===== src/rtl/bcd_serial_addsub.sv =====
// bcd_serial_addsub
//   Packed-BCD adder/subtractor that works one decimal digit per clock,
//   least-significant digit first. One operand set is accepted in IDLE. The
//   result is ready DIGITS cycles later and is held in DONE until the consumer
//   takes it.
//
// Handshake: a transfer happens on a rising edge where valid && ready are
//   both high. The producer holds data stable while valid is high and ready
//   is low. Valid never depends combinationally on ready.
//   in_ready is high only in IDLE. out_valid is high only in DONE.
//
// Optional feature: define BCD_DIGIT_CHECK_EN to add the err output. It flags
//   any operand digit above 9. While err=1, sum and cout are forced to 0.
//
// Ports
//   clk        rising-edge clock
//   rst        synchronous reset, active-high
//   in_valid   operand set a/b/cin/sub is valid
//   in_ready   block can accept operands (IDLE)
//   a, b       packed BCD operands, digit 0 = [3:0]
//   cin        add: carry-in, sub: borrow-in
//   sub        0: a+b+cin, 1: a-b-cin
//   out_valid  sum/cout valid (DONE)
//   out_ready  consumer accepts the result
//   sum        packed BCD result
//   cout       add: decimal carry-out, sub: borrow-out
//   err        (BCD_DIGIT_CHECK_EN only) non-BCD digit seen at accept
//   dbg_state  current FSM state, for observation
module bcd_serial_addsub #(
  parameter int DIGITS = 4
) (
  input  logic                clk,
  input  logic                rst,
  input  logic                in_valid,
  output logic                in_ready,
  input  logic [4*DIGITS-1:0] a,
  input  logic [4*DIGITS-1:0] b,
  input  logic                cin,
  input  logic                sub,
  output logic                out_valid,
  input  logic                out_ready,
  output logic [4*DIGITS-1:0] sum,
  output logic                cout,
`ifdef BCD_DIGIT_CHECK_EN
  output logic                err,
`endif
  output logic [1:0]          dbg_state
);

  localparam int W  = 4 * DIGITS;
  localparam int IW = (DIGITS > 1) ? $clog2(DIGITS) : 1;
  localparam logic [IW-1:0] LAST = IW'(DIGITS - 1);

  typedef enum logic [1:0] {
    S_IDLE = 2'd0,
    S_CALC = 2'd1,
    S_DONE = 2'd2
  } state_t;

  state_t        state_q, state_d;
  logic [W-1:0]  a_q, a_d;
  logic [W-1:0]  b_q, b_d;
  logic [W-1:0]  sum_q, sum_d;
  logic          sub_q, sub_d;
  logic          c_q, c_d;
  logic          cout_q, cout_d;
  logic [IW-1:0] idx_q, idx_d;

  logic [W-1:0]  b_eff;
  logic [4:0]    t;
  logic          digit_c;
  logic [3:0]    digit;

  // Subtraction adds the nines' complement of b. The carry starts at ~cin,
  // so a - b - cin becomes a + (99..9 - b) + 1 - cin.
  always_comb begin
    b_eff = '0;
    for (int k = 0; k < DIGITS; k++) begin
      b_eff[4*k +: 4] = sub ? (4'd9 - b[4*k +: 4]) : b[4*k +: 4];
    end
  end

  // One decimal digit step on the low digit of the shifting operands.
  always_comb begin
    t       = {1'b0, a_q[3:0]} + {1'b0, b_q[3:0]} + {4'b0000, c_q};
    digit_c = (t > 5'd9);
    digit   = digit_c ? (t[3:0] + 4'd6) : t[3:0];
  end

`ifdef BCD_DIGIT_CHECK_EN
  logic err_flag_q, err_flag_d;
  logic bad_digit;

  always_comb begin
    bad_digit = 1'b0;
    for (int k = 0; k < DIGITS; k++) begin
      if (a[4*k +: 4] > 4'd9 || b[4*k +: 4] > 4'd9) bad_digit = 1'b1;
    end
  end
`endif

  always_comb begin
    state_d = state_q;
    a_d     = a_q;
    b_d     = b_q;
    sum_d   = sum_q;
    sub_d   = sub_q;
    c_d     = c_q;
    cout_d  = cout_q;
    idx_d   = idx_q;
`ifdef BCD_DIGIT_CHECK_EN
    err_flag_d = err_flag_q;
`endif
    case (state_q)
      S_IDLE: begin
        if (in_valid) begin
          a_d     = a;
          b_d     = b_eff;
          sub_d   = sub;
          c_d     = sub ? ~cin : cin;
          idx_d   = '0;
          state_d = S_CALC;
`ifdef BCD_DIGIT_CHECK_EN
          err_flag_d = bad_digit;
`endif
        end
      end
      S_CALC: begin
        // Operands shift right one digit per cycle. Result digits enter at
        // the top of sum, so after DIGITS steps digit 0 sits in sum[3:0].
        a_d   = a_q >> 4;
        b_d   = b_q >> 4;
        c_d   = digit_c;
        sum_d = (sum_q >> 4) | (W'(digit) << (W - 4));
        idx_d = idx_q + IW'(1);
        if (idx_q == LAST) begin
          cout_d  = sub_q ? ~digit_c : digit_c;
          state_d = S_DONE;
        end
      end
      S_DONE: begin
        if (out_ready) state_d = S_IDLE;
      end
      default: state_d = S_IDLE;
    endcase
  end

  always_ff @(posedge clk) begin
    if (rst) begin
      state_q <= S_IDLE;
      a_q     <= '0;
      b_q     <= '0;
      sum_q   <= '0;
      sub_q   <= 1'b0;
      c_q     <= 1'b0;
      cout_q  <= 1'b0;
      idx_q   <= '0;
`ifdef BCD_DIGIT_CHECK_EN
      err_flag_q <= 1'b0;
`endif
    end else begin
      state_q <= state_d;
      a_q     <= a_d;
      b_q     <= b_d;
      sum_q   <= sum_d;
      sub_q   <= sub_d;
      c_q     <= c_d;
      cout_q  <= cout_d;
      idx_q   <= idx_d;
`ifdef BCD_DIGIT_CHECK_EN
      err_flag_q <= err_flag_d;
`endif
    end
  end

  assign in_ready  = (state_q == S_IDLE);
  assign out_valid = (state_q == S_DONE);
  assign dbg_state = state_q;

`ifdef BCD_DIGIT_CHECK_EN
  assign err  = (state_q == S_DONE) && err_flag_q;
  assign sum  = err ? '0 : sum_q;
  assign cout = cout_q && !err;
`else
  assign sum  = sum_q;
  assign cout = cout_q;
`endif

endmodule


===== config.mk =====
export PLATFORM = sky130hd
export DESIGN_NAME = bcd_serial_addsub
export DESIGN_NICKNAME = d
export VERILOG_FILES = /design/src/rtl/bcd_serial_addsub.sv
export SDC_FILE = /design/constraint.sdc
export NUM_CORES = 1
export LEC_CHECK = 0
export ABC_CLOCK_PERIOD_IN_PS = 6700
export BUFFER_PORTS_ARGS = -buffer_cell sky130_fd_sc_hd__clkbuf_2
export CORE_ASPECT_RATIO = 1.2
export CORE_UTILIZATION = 50
export CTS_CLUSTER_DIAMETER = 100
export DETAILED_ROUTE_END_ITERATION = 10
export PLACE_DENSITY = 0.8
export SYNTH_ARGS = -nofsm -noshare
export SYNTH_HDL_FRONTEND = slang
export SYNTH_SLANG_ARGS = --single-unit

===== constraint.sdc =====
create_clock -name clk -period 6.7 [get_ports clk]
set_input_delay 0.335 -clock clk [delete_from_list [all_inputs] [get_ports clk]]
set_output_delay 0.335 -clock clk [all_outputs]
set_load 0.02 [all_outputs]

* Word-level counts from Yosys, hierarchy flattened
Cells that the tools add are included.
** Cells by class
- Reductions and logical operators :: 6
- $lt $le $gt $ge :: 1
- Eq/ne operators :: 6
- Bitwise gates (word level) :: 3
- Mux-type cells :: 19
- Add/subtract/negate cells :: 8
** Operator list (number)
- 16-bit case mux with 2 select lines :: 2
- 16-bit two-way mux :: 2
- 4-bit two-way mux :: 5
- 12-bit by 16-bit OR with 16-bit output :: 1
- 4-bit subtractor, first input constant :: 4
- 2-bit two-way mux :: 4
- 2-bit case mux with 3 select lines :: 1
- 2-bit AND reduction :: 3
- 4-bit by 4-bit adder with 5-bit output :: 1
- 5-bit by 1-bit adder with 5-bit output :: 1
- 5-bit by 4-bit greater-than comparator with 1-bit output, second input constant :: 1
- 4-bit by 3-bit adder with 4-bit output, second input constant :: 1
- 2-bit == test, second input constant :: 2
- 2-bit != test, second input constant :: 2
- 2-bit case mux with 2 select lines :: 1
- 1-bit two-way mux :: 3
- 3-bit AND reduction :: 1
- 2-bit by 1-bit adder with 2-bit output, second input constant :: 1
- 2-bit by 1-bit == test with 1-bit output, second input constant :: 1
- 2-bit logical NOT :: 1
- 2-bit by 1-bit != test with 1-bit output, second input constant :: 1
- 1-bit NOT :: 2
- 1-bit case mux with 2 select lines :: 1
- 2-bit nonzero test :: 1
** Word-level totals
- Word-level logic and storage cells :: 51
- Register bits after elaboration :: 55
- Input bits :: 38
- Output and inout bits :: 21

* Longest topological paths before layout
- Depth after elaboration :: 5
- Depth in mapped cells :: 10
- Depth with buffers taken out :: 10

* Worst setup path after synthesis
No wires, ideal clock.
- Path type :: reg-to-reg
- Start :: register a_q[0]
- End :: register sum_q[13] (netlist: sum[13])
- Library setup time :: 117 ps
- Cell stages (with the launch flop) :: 11
- Path slack :: 4151 ps
- Arrival :: 2432 ps
- Period minus slack after synthesis :: 2549 ps
- Required time :: 6583 ps
- Buffers on the path :: 0
- Cells stage by stage :: dfxtp_1 fa_1 fa_1 xor2_1 inv_1 ha_1 inv_1 o22ai_2 nor3_4 or3_1 a32o_1
** On the way
- Word-level cells in the longest chain between the ends :: 5
- Elaborated cells on any way between the ends :: 6
- Classes of those cells :: 3 x add/sub; 1 x order compare; 1 x mux; 1 x bitwise
** Ends and longest elaborated chain
- start, declared :: RTL line 61 : logic [W-1:0] a_q, a_d;
- start signal, assigned :: RTL line 151 : a_q <= '0;
- start signal, assigned :: RTL line 163 : a_q <= a_d;
- 4-bit by 4-bit adder with 5-bit output (*) :: RTL line 85 : t = {1'b0, a_q[3:0]} + {1'b0, b_q[3:0]} + {4'b0000, c_q};
- 5-bit by 1-bit adder with 5-bit output (*) :: RTL line 85
- 4-bit by 3-bit adder with 4-bit output / 5-bit by 4-bit greater-than comparator with 1-bit output (equally long branches) :: RTL line 87, 86
- 4-bit two-way mux (*) :: RTL line 87 : digit = digit_c ? (t[3:0] + 4'd6) : t[3:0];
- 12-bit by 16-bit OR with 16-bit output (*) :: RTL line 134 : sum_d = (sum_q >> 4) | (W'(digit) << (W - 4));
- end signal, assigned :: RTL line 165 : sum_q <= sum_d;
- end, declared :: RTL line 63 : logic [W-1:0] sum_q, sum_d;
Mark *: on every way between the ends. The rest lies on a longest branch, timed or not.
A chain may end at the register's enable or synchronous reset.

* Worst setup path after layout
Same ends and word-level chain as after synthesis.

==> run summary <==
worst skew pair latency: 310 ps
Worst Path Max Fanout: 7
Hold/Removal Path Class: in2reg
post-CTS setup buffer count: 0
Die X: 67.7 um
Antenna Violating Nets Remaining: 0
wire per inst: 12.5 um
CTS clk-pin slew, worst paths: 100 ps
std cell rows: 28
Clock Power Share: 30.5%
Pins Over Slew Limit: 0
sequential cell area: 1100 um2
Crit path largest cell delay: 470 ps
type of the worst setup path: reg2reg
vias in the first global route: 2145
H-Tree Depth: 2
Ys Warns: 0
dpl hpwl: 3.73 mm
Cells after Synth: 332
Seq pwr share: 49.3%
pin count of the biggest net entering global routing: 57
die area: 5470 um2
main combinational cell family by area after synthesis: simple AND/OR/NAND/NOR gates
Final Cycle Share: 41.1%
Core Box Area: 4940 um2
vertical die dimension: 80.8 um
DR iter-0 viols: 148
nature of the critical path startpoint: flip-flop
final wirelength: 5.45 mm
antenna violations before repair: 0
Net Sw Frac: 28.3%
I/O pin count: 59
Comb power frac: 20.3%
final hold violations: 0
DRC Markers: 0
mux cell area share after synthesis: 0.387%
Synth Area in Simple Gates: 27.1%
GP Congestion: 0.843
skew final: 11.3 ps
Switch Pwr: 210 uW
outcome: complete, no violations
# setup viols final: 0
Cell Int Power: 532 uW
nets@finish: 425
post-synthesis xor/xnor area fraction: 3.39%
fmax: 363 MHz
Tot Pwr: 743 uW
Initial Util: 52.4%
Post-CTS Hold Fix Bufs: 0
compound-gate portion of the synthesized area: 15.1%
synthesis-stage register bit count: 55
Syn-to-layout area delta: 15.6%
syn_nets: 381
placed instance area: 2870 um2
CTS tree: built
Finished Cell Area: 2990 um2
Sink Count: 55
fillers: 461
clock tree buffer depth: 2
clk root buf: clkbuf_8
worst path cell trace: fa_1, fa_1, xor2_1, inv_1, ha_1, inv_1, o22ai_2, nor3_4, o21ai_0, a32o_1
post-cts resize count: 0
worst rel slew slack: 25.3%
Critical Path RT: 6910 ps
max-cap violations: 0
TritonRoute pass-1 iters: 5
post-synthesis sequential area ratio: 42.6%
worst vdd ir: 0.151 mV
Global Route Usage Sum: 21.4%
number of diodes: 0
pwr/cell area: 248 nW/um2
slowest cell on the critical path: fa_1
number of CTS-inserted buffers: 5
area of the mapped netlist: 2590 um2
number of buffers added on ports: 58
worst path buffer plus inverter count: 2
Tmin final: 2750 ps
Remaining Overflow, GRT: 0
Unique masters post-synth: 35
synthesized area per cell: 7.79 um2
CP delay by family, top: adder cells
worst slew pin tran: 1120 ps
via-per-instance ratio: 5.29
Static Leak: 0.00136 uW
post-synthesis adder-cell area fraction: 5.90%
routed vias: 2311
Final Util: 60.5%
CP endpoint kind: flip-flop
TNS Setup: 0 ps
critical path arrival: 2960 ps
layout cell share with drive strength beyond 1: 19.6%
first-pass GRT wire length: 9.01 mm
RSZ-0062 raised after global routing: false
Multi-input gate area: 1350 um2
Yosys cell counts:
cell	count	area, um2
nor3_1	3	15.0
nand2b_1	4	25.0
a41o_1	1	10.0
buf_2	9	45.0
mux2i_1	1	10.0
nand3_1	9	45.0
or3_1	2	12.5
a31oi_1	1	6.26
nor2b_1	6	37.5
a21oi_1	34	170
a211oi_2	1	12.5
nor4_1	12	75.1
or2_1	1	6.26
a2111oi_0	2	17.5
o21ai_0	6	30.0
dfxtp_1	55	1100
fa_1	2	40.0
and3_4	1	11.3
inv_1	12	45.0
xnor2_1	5	43.8
nor3_4	1	16.3
a32o_1	1	10.0
nor2_1	70	263
ha_1	9	113
nand2_1	46	173
o22ai_2	1	12.5
o21ai_1	3	15.0
a22oi_1	4	30.0
xor2_1	5	43.8
a222oi_1	6	60.1
a211o_1	1	8.76
clkbuf_1	14	52.6
and2_1	2	12.5
and3b_1	1	8.76
a21oi_2	1	8.76
final timing paths:
path              startpoint       to  slack, ps  cells past startpoint
setup / recovery      a_q[0]  sum[13]       3950                     10
hold / removal         a[13]  a_q[13]        230                      3
setup reg to reg      a_q[0]  sum[13]       3950                     10
hold reg to reg       sum[2]   sum[2]        460                      2
cells by family (layout without fill, tap and decap cells):
logic type               Yosys count  in the layout
XOR/XNOR                          10             10
AO/OA/AOI/OAI                     62             62
flip-flops                        55             55
buffers and inverters             35             80
AND/OR/NAND/NOR                  158            158
adder cells (fa/ha/maj)           11             11
multiplexers                       1              1
layout by cell type, fill, tap and decap left out, types with 9 or more instances in the layout:
master,n
nand2_1,46
nor2_1,70
nand3_1,9
nor4_1,12
ha_1,9
dfxtp_1,55
inv_1,12
a21oi_1,34
clkbuf_2,58
area by class of cell:
class	count	area share, %
Timing Repair Buffer	60	10.2
Tap cell	60	2.51
Multi-Input combinational cell	242	45.0
Clock inverter	2	1.17
Clock buffer	6	2.76
Sequential cell	55	36.8
Inverter	12	1.51
worst register-to-register path, stage by stage, from the launching register on:
cell	delay (ps)
dfxtp_1	340
fa_1	470
fa_1	430
xor2_1	240
inv_1	90
ha_1	230
inv_1	70
o22ai_2	90
nor3_4	310
o21ai_0	120
a32o_1	260
routing by layer:
layer | wire, um | GRT usage [%] | part of all wire, %
met5 | 0 | 0 | 0
met1 | 2590 | 25.8 | 48
met4 | 48 | 6.60 | 0.88
met3 | 131 | 4.21 | 2.4
met2 | 2680 | 37.5 | 49
sequential cells by signal (all words and copies together), names as in the netlist:
signal and count:
cout 1, sub_q 1, sum 16, idx_q 2, c_q 1, dbg_state 2
a_q 16, b_q 16
power by group through the flow:
stage,Clock (uW),Combinational [uW],Sequential (uW)
after floorplan,0,110,374
after global placement,0,146,373
after detailed placement,0,151,373
after CTS,231,151,366
after global routing,245,169,369
final,226,151,366
metrics by stage:
step                      hold slack [ps]  worst slack (ps)  std cells
after detailed placement              448              3990        429
after global routing                  252              3810        437
final                                 232              3950        437
after floorplan                       441              4150        332
after CTS                             229              3960        437
after global placement                442              4060        429
(Power assumes the default switching activity.)
